**config.mk**
```make
export PLATFORM = sky130hd
export DESIGN_NAME = eth_tx_scheduler_flat
export DESIGN_NICKNAME = d
export VERILOG_FILES = /design/src/rtl/eth_tx_scheduler_if.sv /design/src/rtl/eth_tx_scheduler.sv /design/src/flat_wrapper.sv
export SDC_FILE = /design/constraint.sdc
export NUM_CORES = 1
export LEC_CHECK = 0
export ABC_AREA = 1
export CAP_MARGIN = 20
export CORE_MARGIN = 3
export CORE_UTILIZATION = 58
export CTS_CLUSTER_DIAMETER = 40
export CTS_CLUSTER_SIZE = 40
export DETAILED_ROUTE_END_ITERATION = 8
export GPL_TIMING_DRIVEN = 1
export PLACE_DENSITY_LB_ADDON = 0.1
export SKIP_LAST_GASP = 1
export SYNTH_ARGS = -nofsm -noshare
export SYNTH_HDL_FRONTEND = slang
export SYNTH_SLANG_ARGS = --single-unit
```
**constraint.sdc**
```tcl
create_clock -name aclk -period 1.9 [get_ports aclk]
set_input_delay 0.285 -clock aclk [delete_from_list [all_inputs] [get_ports aclk]]
set_output_delay 0.285 -clock aclk [all_outputs]
set_load 0.01 [all_outputs]
```
**src/rtl/eth_tx_scheduler_if.sv**
```systemverilog
//==============================================================================
// Module      : eth_tx_scheduler_if
// Description : Handshake bundle between the Ethernet TX frame scheduler and
//               its requesters (ARP responder, UDP source) and the TX frame
//               datapath.
//                 slave  : scheduler side (drives starts, ack, status)
//                 master : requester / datapath side (drives requests, done)
//               Signals:
//                 arp_req, arp_req_oper      ARP request pulse and opcode
//                 arp_pend                   ARP request latched, not started
//                 udp_req, udp_ack           UDP ready level and grant ack
//                 eth_header_arp_tx_start    one-cycle ARP frame start
//                 eth_header_ip_tx_start     one-cycle UDP/IP frame start
//                 arp_oper                   opcode of current/last ARP frame
//                 tx_frame_done              end-of-frame pulse from datapath
//                 tx_busy, tx_timeout        status / watchdog abort pulse
//               Optional macro ETH_TX_SCHED_STATS_EN adds the frame and
//               timeout counters.
// Revision    : 1.0 - initial release
//==============================================================================
`default_nettype none

interface eth_tx_scheduler_if;
  logic arp_req;
  logic arp_req_oper;
  logic arp_pend;
  logic udp_req;
  logic udp_ack;
  logic eth_header_arp_tx_start;
  logic eth_header_ip_tx_start;
  logic arp_oper;
  logic tx_frame_done;
  logic tx_busy;
  logic tx_timeout;
`ifdef ETH_TX_SCHED_STATS_EN
  logic [15:0] arp_frame_cnt;
  logic [15:0] udp_frame_cnt;
  logic [15:0] timeout_cnt;
`endif

  modport slave (
    input  arp_req,
    input  arp_req_oper,
    input  udp_req,
    input  tx_frame_done,
    output arp_pend,
    output udp_ack,
    output eth_header_arp_tx_start,
    output eth_header_ip_tx_start,
    output arp_oper,
    output tx_busy,
    output tx_timeout
`ifdef ETH_TX_SCHED_STATS_EN
    ,
    output arp_frame_cnt,
    output udp_frame_cnt,
    output timeout_cnt
`endif
  );

  modport master (
    output arp_req,
    output arp_req_oper,
    output udp_req,
    output tx_frame_done,
    input  arp_pend,
    input  udp_ack,
    input  eth_header_arp_tx_start,
    input  eth_header_ip_tx_start,
    input  arp_oper,
    input  tx_busy,
    input  tx_timeout
`ifdef ETH_TX_SCHED_STATS_EN
    ,
    input  arp_frame_cnt,
    input  udp_frame_cnt,
    input  timeout_cnt
`endif
  );
endinterface

`default_nettype wire

```
**src/rtl/eth_tx_scheduler.sv**
```systemverilog
//==============================================================================
// Module      : eth_tx_scheduler
// Description : Frame-level scheduler for the Ethernet TX datapath (GMII TX
//               clock domain). Arbitrates the single TX frame engine between
//               ARP and UDP requesters with round-robin on ties, issues
//               one-cycle start pulses, holds the ARP opcode stable, waits for
//               end-of-frame, enforces the inter-frame gap and aborts hung
//               frames with a watchdog.
// Ports       : aclk     - GMII TX clock
//               aresetn  - asynchronous active-low reset
//               bus      - eth_tx_scheduler_if.slave (requests, starts, ack,
//                          done, busy, timeout; see interface header)
// Parameters  : IFG_CYCLES     (1..255)    idle cycles after done/abort
//               TIMEOUT_CYCLES (16..65535) watchdog limit in WAIT_DONE
// Options     : `define ETH_TX_SCHED_STATS_EN adds saturating 16-bit
//               arp_frame_cnt, udp_frame_cnt and timeout_cnt outputs.
// Revision    : 1.0 - initial release
//==============================================================================
`default_nettype none

module eth_tx_scheduler #(
  parameter int unsigned IFG_CYCLES     = 12,
  parameter int unsigned TIMEOUT_CYCLES = 4096
) (
  input  logic                 aclk,
  input  logic                 aresetn,
  eth_tx_scheduler_if.slave    bus
);

  localparam logic [1:0] S_IDLE      = 2'd0;
  localparam logic [1:0] S_START     = 2'd1;
  localparam logic [1:0] S_WAIT_DONE = 2'd2;
  localparam logic [1:0] S_IFG       = 2'd3;

  localparam logic GRANT_UDP = 1'b0;
  localparam logic GRANT_ARP = 1'b1;

  // Terminal counts; counters stop here instead of wrapping.
  localparam logic [15:0] WD_LAST  = 16'(TIMEOUT_CYCLES - 1);
  localparam logic [7:0]  IFG_LAST = 8'(IFG_CYCLES - 1);

  logic [1:0]  state;
  logic [1:0]  state_nxt;
  logic        last_grant;
  logic        pend_oper;
  logic [15:0] wd_cnt;
  logic [7:0]  ifg_cnt;

  logic        grant_arp;
  logic        grant_udp;
  logic        timeout_fire;

  // Registered outputs
  logic        arp_pend_q;
  logic        arp_start_q;
  logic        ip_start_q;
  logic        udp_ack_q;
  logic        arp_oper_q;
  logic        tx_busy_q;
  logic        tx_timeout_q;

  //--------------------------------------------------------------------------
  // Next-state and grant decision
  //--------------------------------------------------------------------------
  always_comb begin
    state_nxt    = state;
    grant_arp    = 1'b0;
    grant_udp    = 1'b0;
    timeout_fire = 1'b0;
    case (state)
      S_IDLE: begin
        if (arp_pend_q && bus.udp_req) begin
          // Tie: serve the type that did not win last time.
          if (last_grant == GRANT_UDP) grant_arp = 1'b1;
          else                         grant_udp = 1'b1;
        end else if (arp_pend_q) begin
          grant_arp = 1'b1;
        end else if (bus.udp_req) begin
          grant_udp = 1'b1;
        end
        if (grant_arp || grant_udp) state_nxt = S_START;
      end
      S_START: begin
        state_nxt = S_WAIT_DONE;
      end
      S_WAIT_DONE: begin
        // A done arriving on the expiry cycle takes priority over the abort.
        if (bus.tx_frame_done) begin
          state_nxt = S_IFG;
        end else if (wd_cnt == WD_LAST) begin
          timeout_fire = 1'b1;
          state_nxt    = S_IFG;
        end
      end
      S_IFG: begin
        if (ifg_cnt == IFG_LAST) state_nxt = S_IDLE;
      end
      default: begin
        state_nxt = S_IDLE;
      end
    endcase
  end

  //--------------------------------------------------------------------------
  // State, counters and registered outputs
  //--------------------------------------------------------------------------
  always_ff @(posedge aclk or negedge aresetn) begin
    if (!aresetn) begin
      state        <= S_IDLE;
      last_grant   <= GRANT_UDP;
      pend_oper    <= 1'b0;
      wd_cnt       <= 16'd0;
      ifg_cnt      <= 8'd0;
      arp_pend_q   <= 1'b0;
      arp_start_q  <= 1'b0;
      ip_start_q   <= 1'b0;
      udp_ack_q    <= 1'b0;
      arp_oper_q   <= 1'b0;
      tx_busy_q    <= 1'b0;
      tx_timeout_q <= 1'b0;
    end else begin
      state        <= state_nxt;
      tx_busy_q    <= (state_nxt != S_IDLE);
      arp_start_q  <= grant_arp;
      ip_start_q   <= grant_udp;
      udp_ack_q    <= grant_udp;
      tx_timeout_q <= timeout_fire;

      // The opcode presented with the start is the one latched before this
      // edge; a request arriving on the grant edge belongs to the next frame.
      if (grant_arp) begin
        arp_oper_q <= pend_oper;
        last_grant <= GRANT_ARP;
      end else if (grant_udp) begin
        last_grant <= GRANT_UDP;
      end

      // ARP request latch: repeated requests merge, latest opcode wins.
      if (bus.arp_req) begin
        arp_pend_q <= 1'b1;
        pend_oper  <= bus.arp_req_oper;
      end else if (grant_arp) begin
        arp_pend_q <= 1'b0;
      end

      // Watchdog: cleared while in START, counts in WAIT_DONE, holds at limit.
      if (state == S_START) begin
        wd_cnt <= 16'd0;
      end else if ((state == S_WAIT_DONE) && (wd_cnt != WD_LAST)) begin
        wd_cnt <= wd_cnt + 16'd1;
      end

      // Gap counter: armed while waiting so it reads 0 on IFG entry.
      if (state == S_WAIT_DONE) begin
        ifg_cnt <= 8'd0;
      end else if ((state == S_IFG) && (ifg_cnt != IFG_LAST)) begin
        ifg_cnt <= ifg_cnt + 8'd1;
      end
    end
  end

  assign bus.arp_pend                = arp_pend_q;
  assign bus.eth_header_arp_tx_start = arp_start_q;
  assign bus.eth_header_ip_tx_start  = ip_start_q;
  assign bus.udp_ack                 = udp_ack_q;
  assign bus.arp_oper                = arp_oper_q;
  assign bus.tx_busy                 = tx_busy_q;
  assign bus.tx_timeout              = tx_timeout_q;

`ifdef ETH_TX_SCHED_STATS_EN
  //--------------------------------------------------------------------------
  // Saturating frame / abort statistics
  //--------------------------------------------------------------------------
  logic [15:0] arp_frame_cnt_q;
  logic [15:0] udp_frame_cnt_q;
  logic [15:0] timeout_cnt_q;

  always_ff @(posedge aclk or negedge aresetn) begin
    if (!aresetn) begin
      arp_frame_cnt_q <= 16'd0;
      udp_frame_cnt_q <= 16'd0;
      timeout_cnt_q   <= 16'd0;
    end else begin
      if (grant_arp && (arp_frame_cnt_q != 16'hFFFF))
        arp_frame_cnt_q <= arp_frame_cnt_q + 16'd1;
      if (grant_udp && (udp_frame_cnt_q != 16'hFFFF))
        udp_frame_cnt_q <= udp_frame_cnt_q + 16'd1;
      if (timeout_fire && (timeout_cnt_q != 16'hFFFF))
        timeout_cnt_q <= timeout_cnt_q + 16'd1;
    end
  end

  assign bus.arp_frame_cnt = arp_frame_cnt_q;
  assign bus.udp_frame_cnt = udp_frame_cnt_q;
  assign bus.timeout_cnt   = timeout_cnt_q;
`else
  // Statistics disabled: no counter ports or registers exist.
`endif

endmodule

`default_nettype wire

```
**src/flat_wrapper.sv**
```systemverilog
// flat-port wrapper written by rule: the top's interface ports become plain ports
module eth_tx_scheduler_flat 
#(
  parameter int unsigned IFG_CYCLES     = 12,
  parameter int unsigned TIMEOUT_CYCLES = 4096
)
  (aclk, aresetn, bus_arp_req, bus_arp_req_oper, bus_udp_req, bus_tx_frame_done, bus_arp_pend, bus_udp_ack, bus_eth_header_arp_tx_start, bus_eth_header_ip_tx_start, bus_arp_oper, bus_tx_busy, bus_tx_timeout);
  eth_tx_scheduler_if bus_i ();
  input  logic aclk;
  input  logic aresetn;
  input wire logic [$bits(bus_i.arp_req)-1:0] bus_arp_req;
  input wire logic [$bits(bus_i.arp_req_oper)-1:0] bus_arp_req_oper;
  input wire logic [$bits(bus_i.udp_req)-1:0] bus_udp_req;
  input wire logic [$bits(bus_i.tx_frame_done)-1:0] bus_tx_frame_done;
  output wire logic [$bits(bus_i.arp_pend)-1:0] bus_arp_pend;
  output wire logic [$bits(bus_i.udp_ack)-1:0] bus_udp_ack;
  output wire logic [$bits(bus_i.eth_header_arp_tx_start)-1:0] bus_eth_header_arp_tx_start;
  output wire logic [$bits(bus_i.eth_header_ip_tx_start)-1:0] bus_eth_header_ip_tx_start;
  output wire logic [$bits(bus_i.arp_oper)-1:0] bus_arp_oper;
  output wire logic [$bits(bus_i.tx_busy)-1:0] bus_tx_busy;
  output wire logic [$bits(bus_i.tx_timeout)-1:0] bus_tx_timeout;
  assign bus_i.arp_req = bus_arp_req;
  assign bus_i.arp_req_oper = bus_arp_req_oper;
  assign bus_i.udp_req = bus_udp_req;
  assign bus_i.tx_frame_done = bus_tx_frame_done;
  assign bus_arp_pend = bus_i.arp_pend;
  assign bus_udp_ack = bus_i.udp_ack;
  assign bus_eth_header_arp_tx_start = bus_i.eth_header_arp_tx_start;
  assign bus_eth_header_ip_tx_start = bus_i.eth_header_ip_tx_start;
  assign bus_arp_oper = bus_i.arp_oper;
  assign bus_tx_busy = bus_i.tx_busy;
  assign bus_tx_timeout = bus_i.tx_timeout;
  eth_tx_scheduler #(.IFG_CYCLES(IFG_CYCLES), .TIMEOUT_CYCLES(TIMEOUT_CYCLES)) u_core (.aclk(aclk), .aresetn(aresetn), .bus(bus_i));
endmodule
```
# Word-level counts from Yosys, hierarchy flattened
# Cells that the tools add are included.
# word_totals
word_cells	57
reg_bits	34
out_inout_bits	7
input_bits	6
# classes
muxes	27
n_eq_ne	7
n_addsub	2
reduce_logical	10
# ops
operator	count
16-bit two-way mux	2
1-bit two-way mux	18
16-bit by 1-bit adder with 16-bit output, second input constant	1
16-bit by 12-bit == test with 1-bit output, second input constant	1
8-bit two-way mux	2
16-bit by 12-bit != test with 1-bit output, second input constant	1
2-bit nonzero test	5
8-bit by 1-bit adder with 8-bit output, second input constant	1
8-bit by 4-bit == test with 1-bit output, second input constant	1
2-bit two-way mux	4
8-bit by 4-bit != test with 1-bit output, second input constant	1
2-bit one-hot mux with 4 select lines	1
2-bit == test, second input constant	2
1-bit logical AND	3
2-bit by 1-bit == test with 1-bit output, second input constant	1
2-bit zero test	1
1-bit logical OR	1

# Logic depth before layout (Yosys ltp)
# Gate-level depths: netlist of the first run.
# logic_depth
depth_word	8
ltp_mapped	9
depth_no_buf	9

# Worst setup path after synthesis of the first run
# Ideal clock, no wire load.
# synth_path
kind	flip-flop to flip-flop
start	register u_core.wd_cnt[0]
end	register u_core.wd_cnt[3]
setup_time_ns	0.126
path_slack_ns	0.527
path_stages_with_launch	9
path_buffers	1
arrival_ns	1.247
cell_sequence	dfrtp_1 -> ha_1 -> nand3_1 -> nor2_2 -> nand2_4 -> nand2_8 -> buf_8 -> nand3_1 -> o21ai_0
# synth_between
elab_chain_len	3
word_cells_on_any_way	6
# synth_rtl
element	line	text
start: declaration	eth_tx_scheduler.sv:46	logic [15:0] wd_cnt;
start signal: assignment	eth_tx_scheduler.sv:150	wd_cnt <= wd_cnt + 16'd1;
16-bit by 1-bit adder with 16-bit output / 16-bit by 12-bit != test with 1-bit output (equally long branches)	eth_tx_scheduler.sv:150, eth_tx_scheduler.sv:149	
16-bit two-way mux / 1-bit logical AND (equally long branches)	eth_tx_scheduler.sv:149	end else if ((state == S_WAIT_DONE) && (wd_cnt != WD_LAST)) begin
16-bit two-way mux / 2-bit nonzero test (equally long branches)	-	
# Several ways; a longest one is shown, not always the timed one. The select of a mux whose other input is x is not followed.
# A chain may end at the register's enable or synchronous reset.

# Worst setup path in the final report of the first run
# layout_path
start	register u_core.wd_cnt[0]
end	register u_core.wd_cnt[13]
# Same word-level chain as after synthesis.

==> results of run 1 <==
[through the flow]
step | hold WS, ns | worst slack (ns) | cell area [sq um] | util
detailed placement | 0.484 | 0.364 | 2050 | 0.665
CTS | 0.349 | 0.331 | 2130 | 0.692
global placement | 0.465 | 0.417 | 2050 | 0.665
floorplan | -0.0106 | 0.527 | 1900 | -
finish | 0.329 | 0.342 | 2130 | 0.692
global route | 0.374 | 0.173 | 2130 | 0.692
[layout by cell type, fill, tap and decap left out, drive strengths merged, types with 2 or more instances in the layout]
master,n
o21ai,20
nand2,67
a211oi,2
xnor2,2
o21bai,2
clkbuf,6
nand3,23
ha,2
xor2,5
a21oi,2
dfrtp,34
nor3,4
nor2,38
clkdlybuf4s50,12
nand4,4
inv,38
[report_power, final]
group	switching, mW	internal (mW)
sequential	0.132	0.855
combinational	0.492	0.290
clock	0.248	0.306
total	0.872	1.45
[cells by family (layout without fill, tap and decap cells)]
| logic type | Yosys count | after routing | synth area share |
|---|---|---|---|
| XOR/XNOR | 7 | 7 | 0.0323 |
| AND/OR/NAND/NOR | 137 | 137 | 0.334 |
| flip-flops | 34 | 34 | 0.448 |
| buffers and inverters | 41 | 58 | 0.0929 |
| AO/OA/AOI/OAI | 27 | 27 | 0.0797 |
| adder cells (fa/ha/maj) | 2 | 2 | 0.0132 |
[layout make-up]
cell class                 count  area share
timing repair buffer          13      0.0599
sequential                    34       0.400
multi-input combinational    173       0.410
tap                           44      0.0259
clock buffer                   6      0.0241
clock inverter                 1      0.0141
inverter                      38      0.0670
[critical path: stages (launching register included)]
cell	delay, ns
dfrtp_1	0.41
ha_1	0.22
nand3_1	0.15
nor2_2	0.18
nand2_4	0.12
nand2_8	0.14
nand2_2	0.10
nand2_1	0.08
nand2_1	0.05
[per-layer routing]
layer,vias up,track usage,share of wire
met5,-,0,0
met4,0,0.0997,0.019
met3,7,0.0481,0.043
met2,32,0.333,0.45
met1,705,0.286,0.48
li1,819,-,-
[sequential cells by signal, indices dropped and copies added, names as in the netlist]
signal	cells
u_core.bus.arp_oper	1
u_core.bus.arp_pend	1
u_core.bus.eth_header_arp_tx_start	1
u_core.bus.eth_header_ip_tx_start	1
u_core.bus.tx_busy	1
u_core.bus.tx_timeout	1
u_core.ifg_cnt	8
u_core.last_grant	1
u_core.pend_oper	1
u_core.state	2
u_core.wd_cnt	16
[how the worst max path moves through the flow]
stage | startpoint | endpoint | slack [ns] | cells after the start
floorplan | u_core.wd_cnt[0]$_DFFE_PN0P_ | u_core.wd_cnt[3]$_DFFE_PN0P_ | 0.53 | 8
global placement | u_core.wd_cnt[0]$_DFFE_PN0P_ | u_core.wd_cnt[6]$_DFFE_PN0P_ | 0.42 | 7
detailed placement | u_core.wd_cnt[0]$_DFFE_PN0P_ | u_core.wd_cnt[13]$_DFFE_PN0P_ | 0.36 | 8
CTS | u_core.bus.arp_pend$_DFFE_PN0P_ | bus_arp_pend | 0.33 | 1
global route | u_core.wd_cnt[0]$_DFFE_PN0P_ | u_core.wd_cnt[13]$_DFFE_PN0P_ | 0.17 | 8
finish | u_core.wd_cnt[0]$_DFFE_PN0P_ | u_core.wd_cnt[13]$_DFFE_PN0P_ | 0.34 | 8
==> out/results.tsv, run 1 <==
stage	metric	value	unit
final_layout	fin_nets	273	
sta	fmax	642	MHz
die	core.rowCount	20	
logic_synthesis	ys_types	29	
sta	slew_violations	0	
final_layout	layout.area.seq	851	sq um
die	die-area	4000	sq um
critical_path	timing.rr.start	u_core.wd_cnt[0]$_DFFE_PN0P_	
critical_path	start_kind	flip-flop	
logic_synthesis	syn_nets	256	
logic_synthesis	synth_ff_type	dfrtp_1	
placement	place_congestion	0.938	
cts	cts_tree	done	
logic_synthesis	synth_most_common_cell	nand2_1	
cts	postCtsResizedCells	0	
sta	tightest_slew	0.430	ns
critical_path	reg2reg_depth	8	
sta	hold_violations	0	
die	io_pins	13	
final_layout	syn_to_final_growth	12.1	%
die	core	3080	sq um
sta	setup_viol	0	
global_route	first_global_vias	1558	
logic_synthesis	postSynthCellCount	248	
sta	rsz0062_at_grt	false	
cts	clk_pin_slew	0.11	ns
critical_path	path_max_fanout	18	
final_layout	stdcell_count	309	
hold_path	hold_class	input pin to asynchronous set/reset pin	
die	fp.dieW	63.2	um
logic_synthesis	synth.yosys.warnings	0	
run	drv_cap	0	
die	start_util	0.617	
logic_synthesis	synth_async_sr_flop_share	1.00	
cts	clockRootBuffer	clkbuf_4	
logic_synthesis	synth-edff-count	0	
final_layout	multi_input_area	872	sq um
logic_synthesis	yosysTopAreaCellShare	0.448	
pwr	ir_worst_vdd	729	uV
cts	cts_max_level	2	
global_route	grt_pass1_wl	6760	um
route	drtPass1Iterations	4	
final_layout	fill_cells	268	
route	drt-initial-drc-count	99	
logic_synthesis	yosysTopAreaCell	dfrtp_1	
route	wirelength	3560	um
pwr	p_total	2.32	mW
critical_path	reg2reg_slack	0.34	ns
cts	cts_setup_buffers	0	
pwr	powerDensity	1090	nW/um^2
placement	portBuffers	12	
global_route	grt_max_degree	35	
logic_synthesis	synth_area_per_cell	7.66	sq um
final_layout	antenna_cells	0	
logic_synthesis	synth-seq-cells	34	
critical_path	end_kind	flip-flop	
critical_path	reg2reg_to	u_core.wd_cnt[13]$_DFFE_PN0P_	
global_route	grt-ovfl-total	0	
route	wire_per_inst	11.5	um
route	routed-via-count	1563	
sta	relSlewSlack	0.713	
global_route	grt.total_usage	0.215	
logic_synthesis	netlist_top_cells_count	nand2_1 (64), inv_1 (35), dfrtp_1 (34)	
cts	clk_path_buf_depth	2	
final_layout	drive_above_1_share	0.0868	
sta	period_share	0.820	
cts	numCtsBuffers	5	
placement	dp_hpwl	2600	um
cts	cts.sinks	34	
sta	tns	0	ns
pwr	cellLeakagePower	1.03	nW
sta	fin_skew	0.00685	ns
route	drt.antenna.violating_nets	0	
logic_synthesis	yosys-top-cells-area	dfrtp_1 (45%), nand2_1 (13%), inv_1 (6.9%), nor2_1 (6.1%), nand3_1 (6.1%)	
route	via_per_inst	5.06	
route	drc_errors	0	
cts	clk_latency	0.34	ns
global_route	antenna_found_initial	0	
cts	ctsHoldBuffers	0	
run_status	status	finished, final reports clean	
die	die_h	63.2	um
critical_path	worstPathRequired	2.14	ns
critical_path	cp.arrival	1.80	ns
placement	placed_cells	302	
logic_synthesis	syn_area	1900	sq um
critical_path	path_class	flip-flop to flip-flop	
sta	finalCriticalPeriod	1.56	ns
logic_synthesis	synth-seq-area-share	0.448	
No activity file was read; power rests on OpenSTA's default activity.
==> run 2: changes to the inputs <==
--- a/config.mk
+++ b/config.mk
@@ -8,7 +8,7 @@
 export ABC_AREA = 1
 export CAP_MARGIN = 20
 export CORE_MARGIN = 3
-export CORE_UTILIZATION = 58
+export CORE_UTILIZATION = 52
 export CTS_CLUSTER_DIAMETER = 40
 export CTS_CLUSTER_SIZE = 40
 export DETAILED_ROUTE_END_ITERATION = 8
==> constraint.sdc (replaced) <==
create_clock -name aclk -period 1.4 [get_ports aclk]
set_input_delay 0.21 -clock aclk [delete_from_list [all_inputs] [get_ports aclk]]
set_output_delay 0.21 -clock aclk [all_outputs]
set_load 0.01 [all_outputs]
==> out/results.tsv, run 2 (synthesis results as in run 1) <==
stage	metric	value	unit	change
run_status	status	complete, but fails checks		was finished, final reports clean
run_status	failed_checks	setup timing		
route	drt.antenna.violating_nets	0		unchanged
cts	numCtsBuffers	5		unchanged
hold_path	hold_class	input pin to asynchronous set/reset pin		unchanged
cts	clockRootBuffer	clkbuf_4		unchanged
sta	hold_violations	0		unchanged
sta	tightest_slew	0.322	ns	was 0.430 ns
global_route	grt.total_usage	0.202		was 0.215
global_route	grt-ovfl-total	0		unchanged
pwr	powerDensity	1340	nW/um^2	was 1090 nW/um^2
sta	fmax	702	MHz	was 642 MHz
die	core.rowCount	21		was 20
die	die_h	66.4	um	was 63.2 um
sta	setup_ws	-0.0252	ns	was 0.342 ns
critical_path	start_kind	flip-flop		unchanged
final_layout	top_register	u_core.wd_cnt		unchanged
global_route	grt_pass1_wl	6700	um	was 6760 um
cts	cts_max_level	2		unchanged
cts	cts.sinks	34		unchanged
final_layout	fin_nets	304		was 273
critical_path	path_max_fanout	6		was 18
final_layout	reg_top3	u_core.wd_cnt x16, u_core.ifg_cnt x8, u_core.state x2		unchanged
final_layout	fill_cells	254		was 268
route	drc_errors	0		unchanged
route	drt-initial-drc-count	130		was 99
placement	dp_hpwl	2680	um	was 2600 um
critical_path	worstPathRequired	1.64	ns	was 2.14 ns
final_layout	largest_reg_flops	16		unchanged
cts	ctsHoldBuffers	0		unchanged
final_layout	layout_commonest_cell	nand2_1		unchanged
sta	relSlewSlack	0.785		was 0.713
cts	clk_path_buf_depth	2		unchanged
final_layout	postLayoutCellArea	2530	sq um	was 2130 sq um
run	drv_cap	0		unchanged
cts	clk_latency	0.34	ns	about the same
placement	portBuffers	12		unchanged
final_layout	syn_to_final_growth	33.0	%	was 12.1%
placement	place_congestion	0.861		was 0.938
critical_path	cp.arrival	1.67	ns	was 1.80 ns
route	routed-via-count	1710		was 1563
global_route	antenna_found_initial	0		unchanged
critical_path	end_kind	flip-flop		unchanged
sta	slew_violations	0		unchanged
critical_path	path_class	flip-flop to flip-flop		unchanged
sta	setup_viol	3		was 0
final_layout	drive_above_1_share	0.283		was 0.0868
global_route	first_global_vias	1470		was 1558
die	fp.dieW	66.4	um	was 63.2 um
die	start_util	0.556		was 0.617
route	drtPass1Iterations	4		unchanged
final_layout	final_cell_mix	nand2_1 (54), inv_1 (35), dfrtp_1 (32)		was nand2_1 (64), inv_1 (35), dfrtp_1 (34)
route	wirelength	4370	um	was 3560 um
route	wire_per_inst	12.8	um	was 11.5 um
pwr	cellLeakagePower	1.21	nW	was 1.03 nW
pwr	ir_worst_vdd	937	uV	was 729 uV
route	via_per_inst	4.99		was 5.06
die	core	3420	sq um	was 3080 sq um
final_layout	finish.utilization	0.740		was 0.692
sta	finalCriticalPeriod	1.43	ns	was 1.56 ns
die	die-area	4410	sq um	was 4000 sq um
placement	placed_area	2240	sq um	was 2050 sq um
global_route	grt_max_degree	35		unchanged
die	io_pins	13		unchanged
sta	period_share	1.02		was 0.820
cts	cts_tree	done		unchanged
sta	fin_skew	0.00749	ns	was 0.00685 ns
sta	rsz0062_at_grt	true		was false
final_layout	antenna_cells	0		unchanged
cts	clk_pin_slew	0.11	ns	about the same
-- run 2: changes by cell type in the layout (fill, tap and decap cells not counted), sizes merged --
cell,delta
dlygate4sd2,+7
clkdlybuf4s50,-7
bufinv,-1
clkbuf,+1
buf,+28
clkinv,+1
nand2,+3
-- run 2: routing by layer --
metal,GRT usage,share of wire
met3,0.0493,0.058
met1,0.286,0.47
met2,0.291,0.45
met5,0,0
met4,0.0888,0.021
-- run 2: what timing repair did --
item / in CTS / in global routing
endpoints found under the hold margin: 0 / 0
buffers inserted: 0 / 5
cloned: 2 / 1
pin swaps: 3 / 20
resized for setup: 10 / 47
setup endpoints to repair: 17 / 26
-- run 2: worst paths after layout --
kind	endpoint	slack, ns	cells after the start	startpoint
worst min-delay path	u_core.ifg_cnt[6]$_DFFE_PN0P_	0.23	2	aresetn
worst min register to register	u_core.bus.eth_header_ip_tx_start$_DFF_PN0_	0.49	1	u_core.bus.arp_pend$_DFFE_PN0P_
max in group asynchronous	u_core.wd_cnt[3]$_DFFE_PN0P_	0.98	2	aresetn
worst max-delay path	u_core.wd_cnt[13]$_DFFE_PN0P_	-0.03	9	u_core.wd_cnt[8]$_DFFE_PN0P_
min in group aclk	u_core.pend_oper$_DFFE_PN0P_	0.42	3	bus_arp_req_oper
worst max register to register	u_core.wd_cnt[13]$_DFFE_PN0P_	-0.03	9	u_core.wd_cnt[8]$_DFFE_PN0P_
-- run 2: where the power goes --
group	switching, mW	internal, mW	total [mW]
registers	0.176	1.16	1.34
logic	0.893	0.582	1.48
clock network	0.339	0.243	0.582
total	1.41	1.99	3.40
-- run 2: critical path: stages (launching register included) --
cell     delay [ns]
dfrtp_1        0.42
nand2_1        0.10
inv_1          0.08
nand2_2        0.09
nor2_4         0.16
nand2_4        0.13
nand2_8        0.12
nand2_4        0.08
nand2_2        0.08
nand2_1        0.05
-- run 2: stage by stage --
stage	power [mW]	hold slack, ns	setup WS [ns]	setup TNS (ns)	cells
floorplan	2.18	-0.0856	0.0269	0	248
global placement	2.57	0.472	-0.00710	-0.00880	327
detailed placement	2.59	0.479	-0.0700	-0.179	327
CTS	3.18	0.232	-0.00404	-0.00404	337
global route	3.62	0.238	-0.0789	-0.990	343
finish	3.40	0.230	-0.0252	-0.0388	343
-- run 2: layout make-up --
cell class                      count  area, sq um  area share
Timing Repair Buffer               41          353       0.140
Tap cell                           46         57.6      0.0228
Sequential cell                    34          853       0.338
Multi-Input combinational cell    176         1060       0.420
Clock buffer                        7         55.1      0.0218
Inverter                           38          143      0.0565
Clock inverter                      1         5.00     0.00198
==> run 3: changes to the inputs <==
--- a/config.mk
+++ b/config.mk
@@ -6,7 +6,7 @@
 export NUM_CORES = 1
 export LEC_CHECK = 0
 export ABC_AREA = 1
-export CAP_MARGIN = 20
+export ABC_CLOCK_PERIOD_IN_PS = 1400
 export CORE_MARGIN = 3
 export CORE_UTILIZATION = 52
 export CTS_CLUSTER_DIAMETER = 40
==> results of run 3 <==
The final DEF is identical to that of run 2; final timing and power are the same.
